### src/rtl/i2c_bus_frontend_pkg.sv
// Shared types and constants for the I2C bus front end.
package i2c_pkg;

  typedef enum logic [1:0] {
    IDLE = 2'd0,
    DATA = 2'd1,
    ACK  = 2'd2
  } i2c_state_e;

  localparam int   BYTE_W        = 8;
  localparam int   BITS_PER_BYTE = 8;
  localparam logic IDLE_LINE     = 1'b1;

endpackage

### src/rtl/i2c_bus_frontend_if.sv
// Bus-side and event-side signals of the I2C front end; slave modport is the front end itself.
interface i2c_bus_frontend_if;
  import i2c_pkg::*;

  logic              scl_in;
  logic              sda_in;
  logic              scl_f;
  logic              sda_f;
  logic              scl_rise;
  logic              scl_fall;
  logic              start_det;
  logic              stop_det;
  logic              bus_busy;
  logic              byte_valid;
  logic [BYTE_W-1:0] byte_data;
  logic              frame_first;
  logic              ack_valid;
  logic              ack_bit;
  logic              timeout;

  modport slave (
    input  scl_in, sda_in,
    output scl_f, sda_f, scl_rise, scl_fall, start_det, stop_det, bus_busy,
           byte_valid, byte_data, frame_first, ack_valid, ack_bit, timeout
  );

  modport master (
    output scl_in, sda_in,
    input  scl_f, sda_f, scl_rise, scl_fall, start_det, stop_det, bus_busy,
           byte_valid, byte_data, frame_first, ack_valid, ack_bit, timeout
  );

endinterface

### src/rtl/i2c_glitch_filter.sv
// Two-flop synchroniser followed by a persistence filter: the output only follows
// the synchronised line after FILTER_LEN consecutive disagreeing cycles.
module i2c_glitch_filter
  import i2c_pkg::*;
#(
  parameter int FILTER_LEN = 3
) (
  input  logic clk,
  input  logic rst,
  input  logic raw_i,
  output logic filt_o
);

  logic [1:0] sync_q;
  logic       filt_q, filt_d;
  logic [3:0] cnt_q, cnt_d;

  always_comb begin
    filt_d = filt_q;
    cnt_d  = '0;
    if (sync_q[1] != filt_q) begin
      if (cnt_q == 4'(FILTER_LEN - 1)) begin
        filt_d = sync_q[1];
      end else begin
        cnt_d = cnt_q + 4'd1;
      end
    end
  end

  always_ff @(posedge clk or posedge rst) begin
    if (rst) begin
      sync_q <= {2{IDLE_LINE}};
      filt_q <= IDLE_LINE;
      cnt_q  <= '0;
    end else begin
      sync_q <= {sync_q[0], raw_i};
      filt_q <= filt_d;
      cnt_q  <= cnt_d;
    end
  end

  assign filt_o = filt_q;

endmodule

### src/rtl/i2c_bus_frontend.sv
// I2C slave front end: filtered lines, START/STOP detection, byte and ACK assembly.
// Optional bus timeout is compiled in with I2C_TIMEOUT_EN.
module i2c_bus_frontend
  import i2c_pkg::*;
#(
  parameter int FILTER_LEN     = 3,
  parameter int TIMEOUT_CYCLES = 1024
) (
  input  logic               clk,
  input  logic               rst,
  i2c_bus_frontend_if.slave  bus
);

  localparam int BIT_CNT_W = $clog2(BITS_PER_BYTE) + 1;

  logic scl_f, sda_f;
  logic scl_prev_q, sda_prev_q;
  logic scl_rise, scl_fall, start_ev, stop_ev, tmo;

  i2c_state_e          state_q, state_d;
  logic [BIT_CNT_W-1:0] bit_cnt_q, bit_cnt_d;
  logic [BYTE_W-1:0]    shift_q, shift_d;
  logic [BYTE_W-1:0]    byte_data_q, byte_data_d;
  logic first_q, first_d;
  logic busy_q, busy_d;
  logic byte_valid_q, byte_valid_d;
  logic frame_first_q, frame_first_d;
  logic ack_valid_q, ack_valid_d;
  logic ack_bit_q, ack_bit_d;

  i2c_glitch_filter #(.FILTER_LEN(FILTER_LEN)) u_scl_filt (
    .clk(clk), .rst(rst), .raw_i(bus.scl_in), .filt_o(scl_f)
  );

  i2c_glitch_filter #(.FILTER_LEN(FILTER_LEN)) u_sda_filt (
    .clk(clk), .rst(rst), .raw_i(bus.sda_in), .filt_o(sda_f)
  );

  always_ff @(posedge clk or posedge rst) begin
    if (rst) begin
      scl_prev_q <= IDLE_LINE;
      sda_prev_q <= IDLE_LINE;
    end else begin
      scl_prev_q <= scl_f;
      sda_prev_q <= sda_f;
    end
  end

  // Requiring SCL high on both cycles keeps a simultaneous SCL/SDA change from reading as START/STOP.
  assign scl_rise = scl_f & ~scl_prev_q;
  assign scl_fall = ~scl_f & scl_prev_q;
  assign start_ev = scl_f & scl_prev_q & sda_prev_q & ~sda_f;
  assign stop_ev  = scl_f & scl_prev_q & ~sda_prev_q & sda_f;

`ifdef I2C_TIMEOUT_EN
  localparam int TO_W = $clog2(TIMEOUT_CYCLES) + 1;
  logic [TO_W-1:0] to_cnt_q, to_cnt_d;

  always_comb begin
    to_cnt_d = '0;
    tmo      = 1'b0;
    if (busy_q && !scl_f) begin
      if (to_cnt_q == TO_W'(TIMEOUT_CYCLES - 1)) begin
        tmo = 1'b1;
      end else begin
        to_cnt_d = to_cnt_q + 1'b1;
      end
    end
  end

  always_ff @(posedge clk or posedge rst) begin
    if (rst) to_cnt_q <= '0;
    else     to_cnt_q <= to_cnt_d;
  end
`else
  assign tmo = 1'b0;
`endif

  always_comb begin
    state_d       = state_q;
    bit_cnt_d     = bit_cnt_q;
    shift_d       = shift_q;
    first_d       = first_q;
    busy_d        = busy_q;
    byte_data_d   = byte_data_q;
    byte_valid_d  = 1'b0;
    frame_first_d = 1'b0;
    ack_valid_d   = 1'b0;
    ack_bit_d     = ack_bit_q;
    if (start_ev) begin
      state_d   = DATA;
      bit_cnt_d = '0;
      first_d   = 1'b1;
      busy_d    = 1'b1;
    end else if (stop_ev || tmo) begin
      state_d   = IDLE;
      bit_cnt_d = '0;
      busy_d    = 1'b0;
    end else if (scl_rise) begin
      case (state_q)
        DATA: begin
          shift_d = {shift_q[BYTE_W-2:0], sda_f};
          if (bit_cnt_q == BIT_CNT_W'(BITS_PER_BYTE - 1)) begin
            byte_data_d   = shift_d;
            byte_valid_d  = 1'b1;
            frame_first_d = first_q;
            first_d       = 1'b0;
            bit_cnt_d     = '0;
            state_d       = ACK;
          end else begin
            bit_cnt_d = bit_cnt_q + 1'b1;
          end
        end
        ACK: begin
          ack_valid_d = 1'b1;
          ack_bit_d   = sda_f;
          bit_cnt_d   = '0;
          state_d     = DATA;
        end
        default: ;
      endcase
    end
  end

  always_ff @(posedge clk or posedge rst) begin
    if (rst) begin
      state_q       <= IDLE;
      bit_cnt_q     <= '0;
      shift_q       <= '0;
      first_q       <= 1'b0;
      busy_q        <= 1'b0;
      byte_data_q   <= '0;
      byte_valid_q  <= 1'b0;
      frame_first_q <= 1'b0;
      ack_valid_q   <= 1'b0;
      ack_bit_q     <= 1'b0;
    end else begin
      state_q       <= state_d;
      bit_cnt_q     <= bit_cnt_d;
      shift_q       <= shift_d;
      first_q       <= first_d;
      busy_q        <= busy_d;
      byte_data_q   <= byte_data_d;
      byte_valid_q  <= byte_valid_d;
      frame_first_q <= frame_first_d;
      ack_valid_q   <= ack_valid_d;
      ack_bit_q     <= ack_bit_d;
    end
  end

  assign bus.scl_f       = scl_f;
  assign bus.sda_f       = sda_f;
  assign bus.scl_rise    = scl_rise;
  assign bus.scl_fall    = scl_fall;
  assign bus.start_det   = start_ev;
  assign bus.stop_det    = stop_ev;
  assign bus.bus_busy    = busy_q;
  assign bus.byte_valid  = byte_valid_q;
  assign bus.byte_data   = byte_data_q;
  assign bus.frame_first = frame_first_q;
  assign bus.ack_valid   = ack_valid_q;
  assign bus.ack_bit     = ack_bit_q;
  assign bus.timeout     = tmo;

endmodule

### src/flat_wrapper.sv
// flat-port wrapper written by rule: the top's interface ports become plain ports
module i2c_bus_frontend_flat import i2c_pkg::*;
#(
  parameter int FILTER_LEN     = 3,
  parameter int TIMEOUT_CYCLES = 1024
)
  (clk, rst, bus_scl_in, bus_sda_in, bus_scl_f, bus_sda_f, bus_scl_rise, bus_scl_fall, bus_start_det, bus_stop_det, bus_bus_busy, bus_byte_valid, bus_byte_data, bus_frame_first, bus_ack_valid, bus_ack_bit, bus_timeout);
  i2c_bus_frontend_if bus_i ();
  input  logic clk;
  input  logic rst;
  input wire logic [$bits(bus_i.scl_in)-1:0] bus_scl_in;
  input wire logic [$bits(bus_i.sda_in)-1:0] bus_sda_in;
  output wire logic [$bits(bus_i.scl_f)-1:0] bus_scl_f;
  output wire logic [$bits(bus_i.sda_f)-1:0] bus_sda_f;
  output wire logic [$bits(bus_i.scl_rise)-1:0] bus_scl_rise;
  output wire logic [$bits(bus_i.scl_fall)-1:0] bus_scl_fall;
  output wire logic [$bits(bus_i.start_det)-1:0] bus_start_det;
  output wire logic [$bits(bus_i.stop_det)-1:0] bus_stop_det;
  output wire logic [$bits(bus_i.bus_busy)-1:0] bus_bus_busy;
  output wire logic [$bits(bus_i.byte_valid)-1:0] bus_byte_valid;
  output wire logic [$bits(bus_i.byte_data)-1:0] bus_byte_data;
  output wire logic [$bits(bus_i.frame_first)-1:0] bus_frame_first;
  output wire logic [$bits(bus_i.ack_valid)-1:0] bus_ack_valid;
  output wire logic [$bits(bus_i.ack_bit)-1:0] bus_ack_bit;
  output wire logic [$bits(bus_i.timeout)-1:0] bus_timeout;
  assign bus_i.scl_in = bus_scl_in;
  assign bus_i.sda_in = bus_sda_in;
  assign bus_scl_f = bus_i.scl_f;
  assign bus_sda_f = bus_i.sda_f;
  assign bus_scl_rise = bus_i.scl_rise;
  assign bus_scl_fall = bus_i.scl_fall;
  assign bus_start_det = bus_i.start_det;
  assign bus_stop_det = bus_i.stop_det;
  assign bus_bus_busy = bus_i.bus_busy;
  assign bus_byte_valid = bus_i.byte_valid;
  assign bus_byte_data = bus_i.byte_data;
  assign bus_frame_first = bus_i.frame_first;
  assign bus_ack_valid = bus_i.ack_valid;
  assign bus_ack_bit = bus_i.ack_bit;
  assign bus_timeout = bus_i.timeout;
  i2c_bus_frontend #(.FILTER_LEN(FILTER_LEN), .TIMEOUT_CYCLES(TIMEOUT_CYCLES)) u_core (.clk(clk), .rst(rst), .bus(bus_i));
endmodule
### config.mk
export PLATFORM = sky130hd
export DESIGN_NAME = i2c_bus_frontend_flat
export DESIGN_NICKNAME = d
export VERILOG_FILES = /design/src/rtl/i2c_bus_frontend_pkg.sv /design/src/rtl/i2c_bus_frontend_if.sv /design/src/rtl/i2c_glitch_filter.sv /design/src/rtl/i2c_bus_frontend.sv /design/src/flat_wrapper.sv
export SDC_FILE = /design/constraint.sdc
export NUM_CORES = 1
export LEC_CHECK = 0
export ABC_CLOCK_PERIOD_IN_PS = 3000
export CAP_MARGIN = 20
export CORE_AREA = 2 2 50 75
export DETAILED_ROUTE_END_ITERATION = 6
export DIE_AREA = 0 0 52 77
export GPL_TIMING_DRIVEN = 1
export PLACE_DENSITY = 0.88
export SYNTH_ARGS = -nofsm -noshare
export SYNTH_HDL_FRONTEND = slang
export SYNTH_SLANG_ARGS = --single-unit
### constraint.sdc
create_clock -name clk -period 3 [get_ports clk]
set_clock_uncertainty 0.2 [all_clocks]
set_input_delay 0.45 -clock clk [delete_from_list [all_inputs] [get_ports clk]]
set_output_delay 0.45 -clock clk [all_outputs]
set_load 0.05 [all_outputs]
* Word-level counts from Yosys, hierarchy flattened
Index checks and enable logic that the tools add are counted.
** Cells by class
- Equal/unequal tests :: 9
- Add/subtract/negate cells :: 3
- Reductions and logical operators :: 14
- Bitwise logic cells :: 13
- Multiplexer cells :: 35
** Operators with widths (number)
- $mux W4 :: 8
- $mux W1 :: 21
- $add A4 B1 Y4 const B :: 3
- $reduce_and A4 Y1 :: 3
- $eq A4 B2 Y1 const B :: 2
- $mux W2 :: 4
- $pmux W4 S2 :: 1
- $reduce_bool A2 Y1 :: 4
- $and A1 B1 Y1 :: 7
- $not A1 Y1 :: 6
- $reduce_and A2 Y1 :: 3
- $reduce_and A5 Y1 :: 1
- $eq A4 B3 Y1 const B :: 1
- $ne A4 B3 Y1 const B :: 1
- $pmux W2 S2 :: 1
- $reduce_bool A4 Y1 :: 1
- $reduce_and A3 Y1 :: 1
- $reduce_bool A3 Y1 :: 1
- $eq A2 B1 Y1 const B :: 1
- $eq A2 B2 Y1 const B :: 1
- $ne A1 B1 Y1 :: 2
- $ne A2 B2 Y1 const B :: 1
** Word-level totals
- Output and inout port bits :: 20
- Register bits after elaboration :: 43
- Input bits :: 4

* Logic depth before layout (Yosys ltp)
Gate-level depths: netlist of the first run.
- Word-level depth :: 6
- Depth in mapped cells :: 6

* Hierarchy
From an unflattened synthesis of the first run, not the netlist that was laid out.
** Second synthesis, totals
- Cells, all modules :: 140
- Area, all modules :: 1808.0 um^2
** By module, submodules not included
- i2c_bus_frontend :: instances 1, cells each 94, seq. area each 728.2 um^2, area an instance 1227.4 um^2
- i2c_glitch_filter :: instances 2, cells each 23, seq. area each 178.9 um^2, area an instance 290.3 um^2

* Least setup slack after synthesis of the first run
No wires, ideal clock.
- Path kind :: flip-flop to output port
- Start point :: register u_core.u_scl_filt.filt_q, in the netlist u_core.u_scl_filt.filt_o
- End point :: output bus_stop_det
- Arrival time :: 2198 ps
- Slack :: 152 ps
- Stages on the path, launching flop included :: 4
- Required time :: 2350 ps
- Buffers on the path :: 1
- Cells stage by stage :: dfstp_2 buf_4 nand2_1 nor3b_1
** On the way
- Longest elaborated chain between the ends :: 3
** RTL lines
- from (decl) :: RTL line i2c_glitch_filter.sv:15 : logic filt_q, filt_d;
- from (signal assigned) :: RTL line i2c_glitch_filter.sv:37 : filt_q <= filt_d;
- $and A1 B1 Y1 (3 in series) :: RTL line i2c_bus_frontend.sv:53 : assign stop_ev = scl_f & scl_prev_q & ~sda_prev_q & sda_f;
- to (decl) :: RTL line flat_wrapper.sv:18 : output wire logic [$bits(bus_i.stop_det)-1:0] bus_stop_det;
Every way passes these cells.

* Worst setup path in the final report of the first run
- Start point :: register u_core.scl_prev_q
- End point :: output bus_stop_det
** On the way
- Longest elaborated chain between the ends :: 3
** RTL lines
- from (decl) :: RTL line i2c_bus_frontend.sv:17 : logic scl_prev_q, sda_prev_q;
- from (signal assigned) :: RTL line i2c_bus_frontend.sv:44 : scl_prev_q <= scl_f;
- $and A1 B1 Y1 (3 in series) :: RTL line i2c_bus_frontend.sv:53
Every way passes these cells.

==> results.toml, run 1 <==
[outcome]
status = "completed"

[setup_path]
worstPathMaxFanout = 7
worst_ep_arrival_time_ps = 2210
crit_type = "flip-flop to primary output"
cp_slowest_cell = "clkdlybuf4s50_1"
r2r_slack_ps = 780
rr_endpoint = "u_core.bus.byte_data[7]$_DFFE_PP0P_"
crit_chain = "nand2_1, nor3b_1, clkdlybuf4s50_1"
start_kind = "flip-flop"
critical_path.endpoint = "bus_stop_det"
cp_data_required_time_ps = 2350
reg2reg_depth = 4
r2r_start = "u_core.u_scl_filt.filt_o$_DFFE_PP1P_"
crit_start = "u_core.scl_prev_q$_DFF_PP1_"
critical_path.max_stage_delay_ps = 870
worst_setup_path_end_kind = "primary output"

[power_and_ir_drop]
ir_worst_vdd_v = 0.000725
power_density_mw_per_mm2 = 910
p_leak_nw = 1.03

[clocking]
postCtsHoldBufs = 0
cts_max_level = 2
cts_buffer_depth = 2
tritoncts = "yes"
cts_setup_buffers = 0
clk_latency_ps = 290
numCtsBuffers = 5
clkTransAtPathRegs_ps = 70
cts-resized-gates = 0
clock-sinks = 43
root_buffer = "clkbuf_8"

[global_routing]
met3_usage_pct = 5.25
grt.overflow.total = 0
gr-max-usage-layer = "met2"
antenna_found_initial = 0
gr-usage-met2_pct = 27.3
grt_max_degree = 44
grt_pass1_vias = 1108
grt_util_all_layers_pct = 17.4
grt_pass1_wl_um = 5150
grtUsageMet1_pct = 21.5

[run]
cap_violations = 0

[min_path]
holdCritPathClass = "flip-flop to flip-flop"
worstHoldPathCells = 0

[timing]
relSlewSlack_pct = 55.3
slew_viol_final = 0
hold_viol = 0
rsz0062_at_grt = "no"
fin_crit_ps = 2860
setup_viol = 0
tightestPinTransition_ps = 670
fin_ws_ps = 140
fin_crit_sh_pct = 95.3
finalSetupTns_ps = 0
fmax_ghz = 0.350

[placement]
gp_congestion = 0.778
portBuffers = 22
dpl.hpwl_um = 2120
dp_slack_ps = 439

[floorplanning]
io_pins = 24
core-area_mm2 = 0.00335
dieHeight_um = 77
dieWidth_um = 52
core.rowCount = 26
dieArea_mm2 = 0.00400
start_util_pct = 55.8

[final_layout]
drive_above_1_share_pct = 19.8
num_antenna_cells = 0
layout_commonest_cell = "dfrtp_1"
fin_nets = 177
final_cell_mix = "dfrtp_1, clkdlybuf4s50_1, nor2_1"
area_growth_pct = 18.7

[detailed_routing]
drt_pass1_iterations = 4
first_iter_violations = 8
ant_nets = 0
vias_per_cell = 5.08
vias = 1061
wirelength_um = 2860
wire_per_inst_um = 13.7
drc = 0

[logic_synthesis]
syn_nets = 151
avgSynthCellArea_um2 = 13.4
ys_warn_count = 0
netlist_instances = 140
post_synth_num_cell_types = 36
ys_seq_elements = 43
synth_seq_area_share_pct = 58.1
syn_area_mm2 = 0.00187
[report_power, final]
part           switching (mW)  total [mW]  leakage, nW  internal, mW
clock network           0.181       0.391       0.0515         0.210
registers               0.142       0.883        0.548         0.741
logic                   0.447       0.746        0.434         0.299
total                   0.770        2.02         1.03          1.25
[worst min-delay path by stage]
stage                                            endpoint  slack (ps)                                   from
floorplan           u_core.u_scl_filt.sync_q[1]$_DFF_PP1_         150  u_core.u_scl_filt.sync_q[0]$_DFF_PP1_
global route        u_core.u_scl_filt.sync_q[1]$_DFF_PP1_         160  u_core.u_scl_filt.sync_q[0]$_DFF_PP1_
finish              u_core.u_sda_filt.sync_q[1]$_DFF_PP1_         160  u_core.u_sda_filt.sync_q[0]$_DFF_PP1_
global placement    u_core.u_scl_filt.sync_q[1]$_DFF_PP1_         150  u_core.u_scl_filt.sync_q[0]$_DFF_PP1_
detailed placement  u_core.u_sda_filt.sync_q[1]$_DFF_PP1_         150  u_core.u_sda_filt.sync_q[0]$_DFF_PP1_
CTS                 u_core.u_sda_filt.sync_q[1]$_DFF_PP1_         160  u_core.u_sda_filt.sync_q[0]$_DFF_PP1_
[critical path: cells and delay by family, from the launching register on]
family / cells / cell delay [ps]
flops: 1 / 640
simple gates: 2 / 400
buf+inv: 1 / 870
[cell families (layout without fill, tap and decap cells)]
| logic type | Yosys count | in the layout | share of synthesized area, % |
|---|---|---|---|
| simple gates | 40 | 40 | 12.6 |
| mux | 19 | 19 | 12.8 |
| fa+ha+maj | 7 | 7 | 4.68 |
| compound gates | 9 | 9 | 4.75 |
| xor+xnor | 7 | 7 | 3.28 |
| flops | 43 | 43 | 58.1 |
| buf+inv | 14 | 41 | 3.68 |
| other cells | 1 | 1 | 0.200 |
[registers in the layout, indices dropped and copies added, names as in the netlist]
name,flops
u_core.bus.byte_data,8
u_core.shift_q,7
u_core.bit_cnt_q,4
u_core.u_scl_filt.cnt_q,4
u_core.u_sda_filt.cnt_q,4
u_core.state_q,2
u_core.u_scl_filt.sync_q,2
u_core.u_sda_filt.sync_q,2
u_core.bus.ack_bit,1
u_core.bus.ack_valid,1
u_core.bus.bus_busy,1
u_core.bus.byte_valid,1
u_core.bus.frame_first,1
u_core.first_q,1
u_core.scl_prev_q,1
u_core.sda_prev_q,1
u_core.u_scl_filt.filt_o,1
u_core.u_sda_filt.filt_o,1
[cells in the mapped netlist (all sizes together)]
master | n | area share (%)
or4b | 1 | 0.74
buf | 4 | 1.7
nand2 | 9 | 2.2
conb | 1 | 0.20
nand4b | 1 | 0.47
xnor2 | 2 | 0.94
dfrtp | 35 | 47
nand3b | 1 | 1.1
nor2 | 14 | 2.9
mux2i | 1 | 0.54
o311ai | 1 | 0.47
a211o | 1 | 0.47
nor4b | 1 | 0.47
ha | 7 | 4.7
mux2 | 18 | 12
o41ai | 1 | 0.87
xor2 | 5 | 2.3
o211ai | 1 | 0.40
nor2b | 4 | 1.7
o21ai | 4 | 1.1
inv | 10 | 2.0
nor3b | 2 | 0.80
a2111oi | 1 | 1.5
nand3 | 3 | 0.80
nand2b | 2 | 0.67
dfstp | 8 | 11
and2 | 2 | 0.67
[routing by layer]
layer,vias to the layer above,share of wire (%)
met1,526,42
li1,511,-
met2,18,52
met4,0,2.3
met5,-,0
met3,6,4.1
[stage by stage]
step,instance area [um2],instances,util (%),total power [mW],hold slack (ps)
floorplan,1870,140,-,1.45,145
global placement,2120,201,63.3,1.61,147
detailed placement,2120,201,63.3,1.65,147
CTS,2220,209,66.2,2.05,158
global route,2220,209,66.2,2.16,162
finish,2220,209,66.2,2.02,157
[layout make-up]
cell class	count	area, um2
well taps	42	52.6
flip-flops and latches	43	1090
fillers	249	1130
repair buffers	23	228
clock buffers	8	100
inverters	10	37.5
multi-input cells	83	716
Note: power is estimated with default switching activity, not from simulation.
==> run 2: changes to the inputs <==
PLACE_DENSITY = not set   (was 0.88)
PLACE_DENSITY_LB_ADDON = 0.1   (was not set)
==> results.toml, run 2 (synthesized netlist as in run 1, its figures left out) <==
[clocking]
tritoncts = "yes"
numCtsBuffers = 5
cts_setup_buffers = 0
postCtsHoldBufs = 0
cts-resized-gates = 0
cts_max_level = 2
clock-sinks = 43
clk_latency_ps = 290
clkTransAtPathRegs_ps = 80
cts_buffer_depth = 2
root_buffer = "clkbuf_8"

[final_layout]
largest_reg_flops = 8
area_growth_pct = 20.4
utilization_pct = 67.2
num_antenna_cells = 0
layout_commonest_cell = "dfrtp_1"
nFillCells = 246
final_cell_mix = "dfrtp_1, clkdlybuf4s50_1, nor2_1"
drive_above_1_share_pct = 19.8
final-instance-count-excl-fill = 209
fin_nets = 177

[timing]
rsz0062_at_grt = "no"
finalSetupTns_ps = 0
slew_viol_final = 0
setup_viol = 0
hold_viol = 0
fin_hold_ws_ps = 156
tightestPinTransition_ps = 624
fin_crit_ps = 2880
fmax_ghz = 0.348
relSlewSlack_pct = 58.4
fin_crit_sh_pct = 95.9

[power_and_ir_drop]
combPwrFrac_pct = 35.1
p_int_mw = 1.37
switching_share_pct = 36.5
p_leak_nw = 1.05
p_clk_share_pct = 24.0
power_density_mw_per_mm2 = 961
ir_worst_vdd_v = 0.000755
p_switching_uw = 790
power_frac_seq_pct = 40.9

[setup_path]
worst_ep_arrival_time_ps = 2230
crit_chain = "nand2_1, nor3b_1, clkdlybuf4s50_1"
cp_slowest_cell = "clkdlybuf4s50_1"
r2r_slack_ps = 790
start_kind = "flip-flop"
worst_setup_path_end_kind = "primary output"
crit_type = "flip-flop to primary output"
worstPathMaxFanout = 7
critical_path.max_stage_delay_ps = 870
path_buf_inv = 1
cpLargestDelayFamily = "buffers and inverters"
cp_data_required_time_ps = 2350

[global_routing]
grt_pass1_wl_um = 5390
grt_util_all_layers_pct = 18.6
grt.overflow.total = 0
grt_max_degree = 44
antenna_found_initial = 0
grt_pass1_vias = 1219

[detailed_routing]
vias_per_cell = 5.22
wire_per_inst_um = 14.5
first_iter_violations = 16
drt_pass1_iterations = 4
drc = 0
vias = 1090
ant_nets = 0
wirelength_um = 3030

[min_path]
holdCritPathClass = "flip-flop to flip-flop"

[run]
cap_violations = 0

[placement]
dpl.hpwl_um = 2270
gp_congestion = 0.754
portBuffers = 22
dp.cells = 201

[floorplanning]
dieArea_mm2 = 0.00400
dieWidth_um = 52
start_util_pct = 55.8
core-area_mm2 = 0.00335
dieHeight_um = 77
io_pins = 24
core.rowCount = 26

[outcome]
status = "completed"
[run 2: changes by cell type in the layout (fill, tap and decap cells not counted), sizes merged]
cell / change
bufinv: +2
clkbuf: -2
[run 2: metal layers]
metal,share of wire [%],GRT usage (%)
met1,37,19.3
met2,55,30.8
met3,4.5,7.39
met4,2.9,10.0
met5,0,0
[run 2: area by class of cell]
cell class	count	area (um2)	area share, %
tap	42	52.6	2.33
clock inverter	2	60.1	2.67
timing repair buffer	23	228	10.1
multi-input combinational	83	716	31.8
inverter	10	37.5	1.67
sequential	43	1090	48.2
clock buffer	6	72.6	3.22
[run 2: path summary, 6_finish.rpt]
| check | from | endpoint | depth (start not counted) |
|---|---|---|---|
| hold / removal | u_core.u_scl_filt.sync_q[0]$_DFF_PP1_ | u_core.u_scl_filt.sync_q[1]$_DFF_PP1_ | 0 |
| setup reg to reg | u_core.u_scl_filt.filt_o$_DFFE_PP1P_ | u_core.bus.byte_data[7]$_DFFE_PP0P_ | 4 |
| setup / recovery | u_core.scl_prev_q$_DFF_PP1_ | bus_stop_det | 3 |
| min in group asynchronous | rst | u_core.u_scl_filt.cnt_q[3]$_DFF_PP0_ | 3 |
| max in group asynchronous | rst | u_core.sda_prev_q$_DFF_PP1_ | 3 |
| hold reg to reg | u_core.u_scl_filt.sync_q[0]$_DFF_PP1_ | u_core.u_scl_filt.sync_q[1]$_DFF_PP1_ | 0 |
[run 2: power by group through the flow]
stage / Sequential, mW / Combinational (mW) / Clock, mW
final: 0.886 / 0.759 / 0.519
after global routing: 0.916 / 0.830 / 0.558
after detailed placement: 0.900 / 0.766 / 0
after CTS: 0.889 / 0.769 / 0.534
after global placement: 0.883 / 0.735 / 0
after floorplan: 0.959 / 0.491 / 0
[run 2: metrics by stage]
stage / setup slack (ps) / area, um2 / total power, mW
3_5_place_dp: 436 / 2120 / 1.67
2_1_floorplan: 152 / 1870 / 1.45
4_1_cts: 98.9 / 2250 / 2.19
3_3_place_gp: 444 / 2120 / 1.62
6_report: 123 / 2250 / 2.16
5_1_grt: 37.7 / 2250 / 2.30
==> run 3: changes to the inputs <==
PLACE_DENSITY_LB_ADDON = 0.12   (was 0.1)
==> results.toml, run 3 (synthesized netlist as in run 1, its figures left out) <==
[setup_path]
worst_ep_arrival_time_ps = 2050
r2r_start = "u_core.u_scl_filt.filt_o$_DFFE_PP1P_"
rr_endpoint = "u_core.bus.byte_data[7]$_DFFE_PP0P_"
crit_chain = "nand4b_1, inv_1, clkdlybuf4s50_1"
reg2reg_depth = 4
critical_path.max_stage_delay_ps = 800
worstPathMaxFanout = 11
worst_setup_path_end_kind = "primary output"
crit_type = "flip-flop to primary output"
start_kind = "flip-flop"
cp_data_required_time_ps = 2350
r2r_slack_ps = 770
cp_slowest_cell = "clkdlybuf4s50_1"

[detailed_routing]
drc = 0
drt_pass1_iterations = 4
wirelength_um = 2950
wire_per_inst_um = 14.1
first_iter_violations = 10
vias = 1074
vias_per_cell = 5.14
ant_nets = 0

[floorplanning]
start_util_pct = 55.8
core.rowCount = 26
dieWidth_um = 52
dieHeight_um = 77
io_pins = 24
dieArea_mm2 = 0.00400
core-area_mm2 = 0.00335

[final_layout]
largest_reg_flops = 8
layout_commonest_cell = "dfrtp_1"
utilization_pct = 66.6
area_growth_pct = 19.3
drive_above_1_share_pct = 19.8
fin_nets = 177
num_antenna_cells = 0
final_cell_mix = "dfrtp_1, clkdlybuf4s50_1, nor2_1"

[clocking]
cts_buffer_depth = 2
clkTransAtPathRegs_ps = 80
tritoncts = "yes"
clk_latency_ps = 290
root_buffer = "clkbuf_8"
cts_max_level = 2
cts_setup_buffers = 0
numCtsBuffers = 5
cts-resized-gates = 0
postCtsHoldBufs = 0
clock-sinks = 43

[outcome]
status = "completed"

[timing]
slew_viol_final = 0
relSlewSlack_pct = 57.0
setup_viol = 0
finalSetupTns_ps = 0
tightestPinTransition_ps = 645
fin_crit_ps = 2700
hold_viol = 0
fin_crit_sh_pct = 90.1
rsz0062_at_grt = "no"
fmax_ghz = 0.370

[power_and_ir_drop]
switching_share_pct = 37.8
p_int_mw = 1.29
p_leak_nw = 1.05
p_clk_share_pct = 21.3
combPwrFrac_pct = 36.2
ir_worst_vdd_v = 0.000669
p_switching_uw = 784
power_density_mw_per_mm2 = 928
power_frac_seq_pct = 42.5

[placement]
gp_congestion = 0.771
dpl.hpwl_um = 2160
portBuffers = 22

[global_routing]
antenna_found_initial = 0
grt_pass1_wl_um = 5240
grt_pass1_vias = 1140
grt_max_degree = 44
grt_util_all_layers_pct = 17.7
grt.overflow.total = 0

[min_path]
hold_start = "u_core.u_scl_filt.sync_q[0]$_DFF_PP1_"
worstHoldPathCells = 0
min_to = "u_core.u_scl_filt.sync_q[1]$_DFF_PP1_"
holdCritPathClass = "flip-flop to flip-flop"

[run]
cap_violations = 0
-- run 3: power by group through the flow --
stage	clock network (mW)	logic [mW]	registers, mW
6_report	0.442	0.750	0.881
5_1_grt	0.472	0.817	0.911
4_1_cts	0.453	0.762	0.886
3_5_place_dp	0	0.759	0.897
3_3_place_gp	0	0.734	0.882
2_1_floorplan	0	0.491	0.959
-- run 3: per-stage QoR --
step / setup WS, ps / power [mW] / cells / hold slack (ps) / instance area (um2)
after floorplan: 152 / 1.45 / 140 / 145 / 1870
after global placement: 452 / 1.62 / 201 / 147 / 2120
after detailed placement: 403 / 1.66 / 201 / 149 / 2120
after CTS: 79.4 / 2.10 / 209 / 160 / 2230
after global routing: 154 / 2.20 / 209 / 166 / 2230
final: 297 / 2.07 / 209 / 158 / 2230
-- run 3: worst max-delay path by stage --
stage	startpoint	end	slack, ps
2_1_floorplan	u_core.u_scl_filt.filt_o$_DFFE_PP1P_	bus_stop_det	150
3_3_place_gp	u_core.scl_prev_q$_DFF_PP1_	bus_stop_det	450
3_5_place_dp	u_core.scl_prev_q$_DFF_PP1_	bus_stop_det	400
4_1_cts	u_core.u_scl_filt.filt_o$_DFFE_PP1P_	bus_stop_det	80
5_1_grt	u_core.u_scl_filt.filt_o$_DFFE_PP1P_	bus_start_det	150
6_report	u_core.u_scl_filt.filt_o$_DFFE_PP1P_	bus_start_det	300
-- run 3: layer usage --
layer | wire, um | vias to the layer above | global-route usage (%)
met5 | 0 | - | 0
met4 | 55 | 0 | 7.89
met3 | 136 | 7 | 5.84
met2 | 1560 | 19 | 28.2
met1 | 1200 | 532 | 21.1
li1 | - | 516 | -
-- run 3: cell type report --
type,instances,area (um2)
clock buffers,6,72.6
clock inverters,2,37.5
fillers,263,1120
inverters,10,37.5
multi-input cells,83,716
flip-flops and latches,43,1090
well taps,42,52.6
repair buffers,23,230
-- run 3: worst max-delay path: cells and delay by family (launching register included) --
kind          cells  cell delay [ps]
simple gates      1              190
flops             1              640
buf+inv           2              920
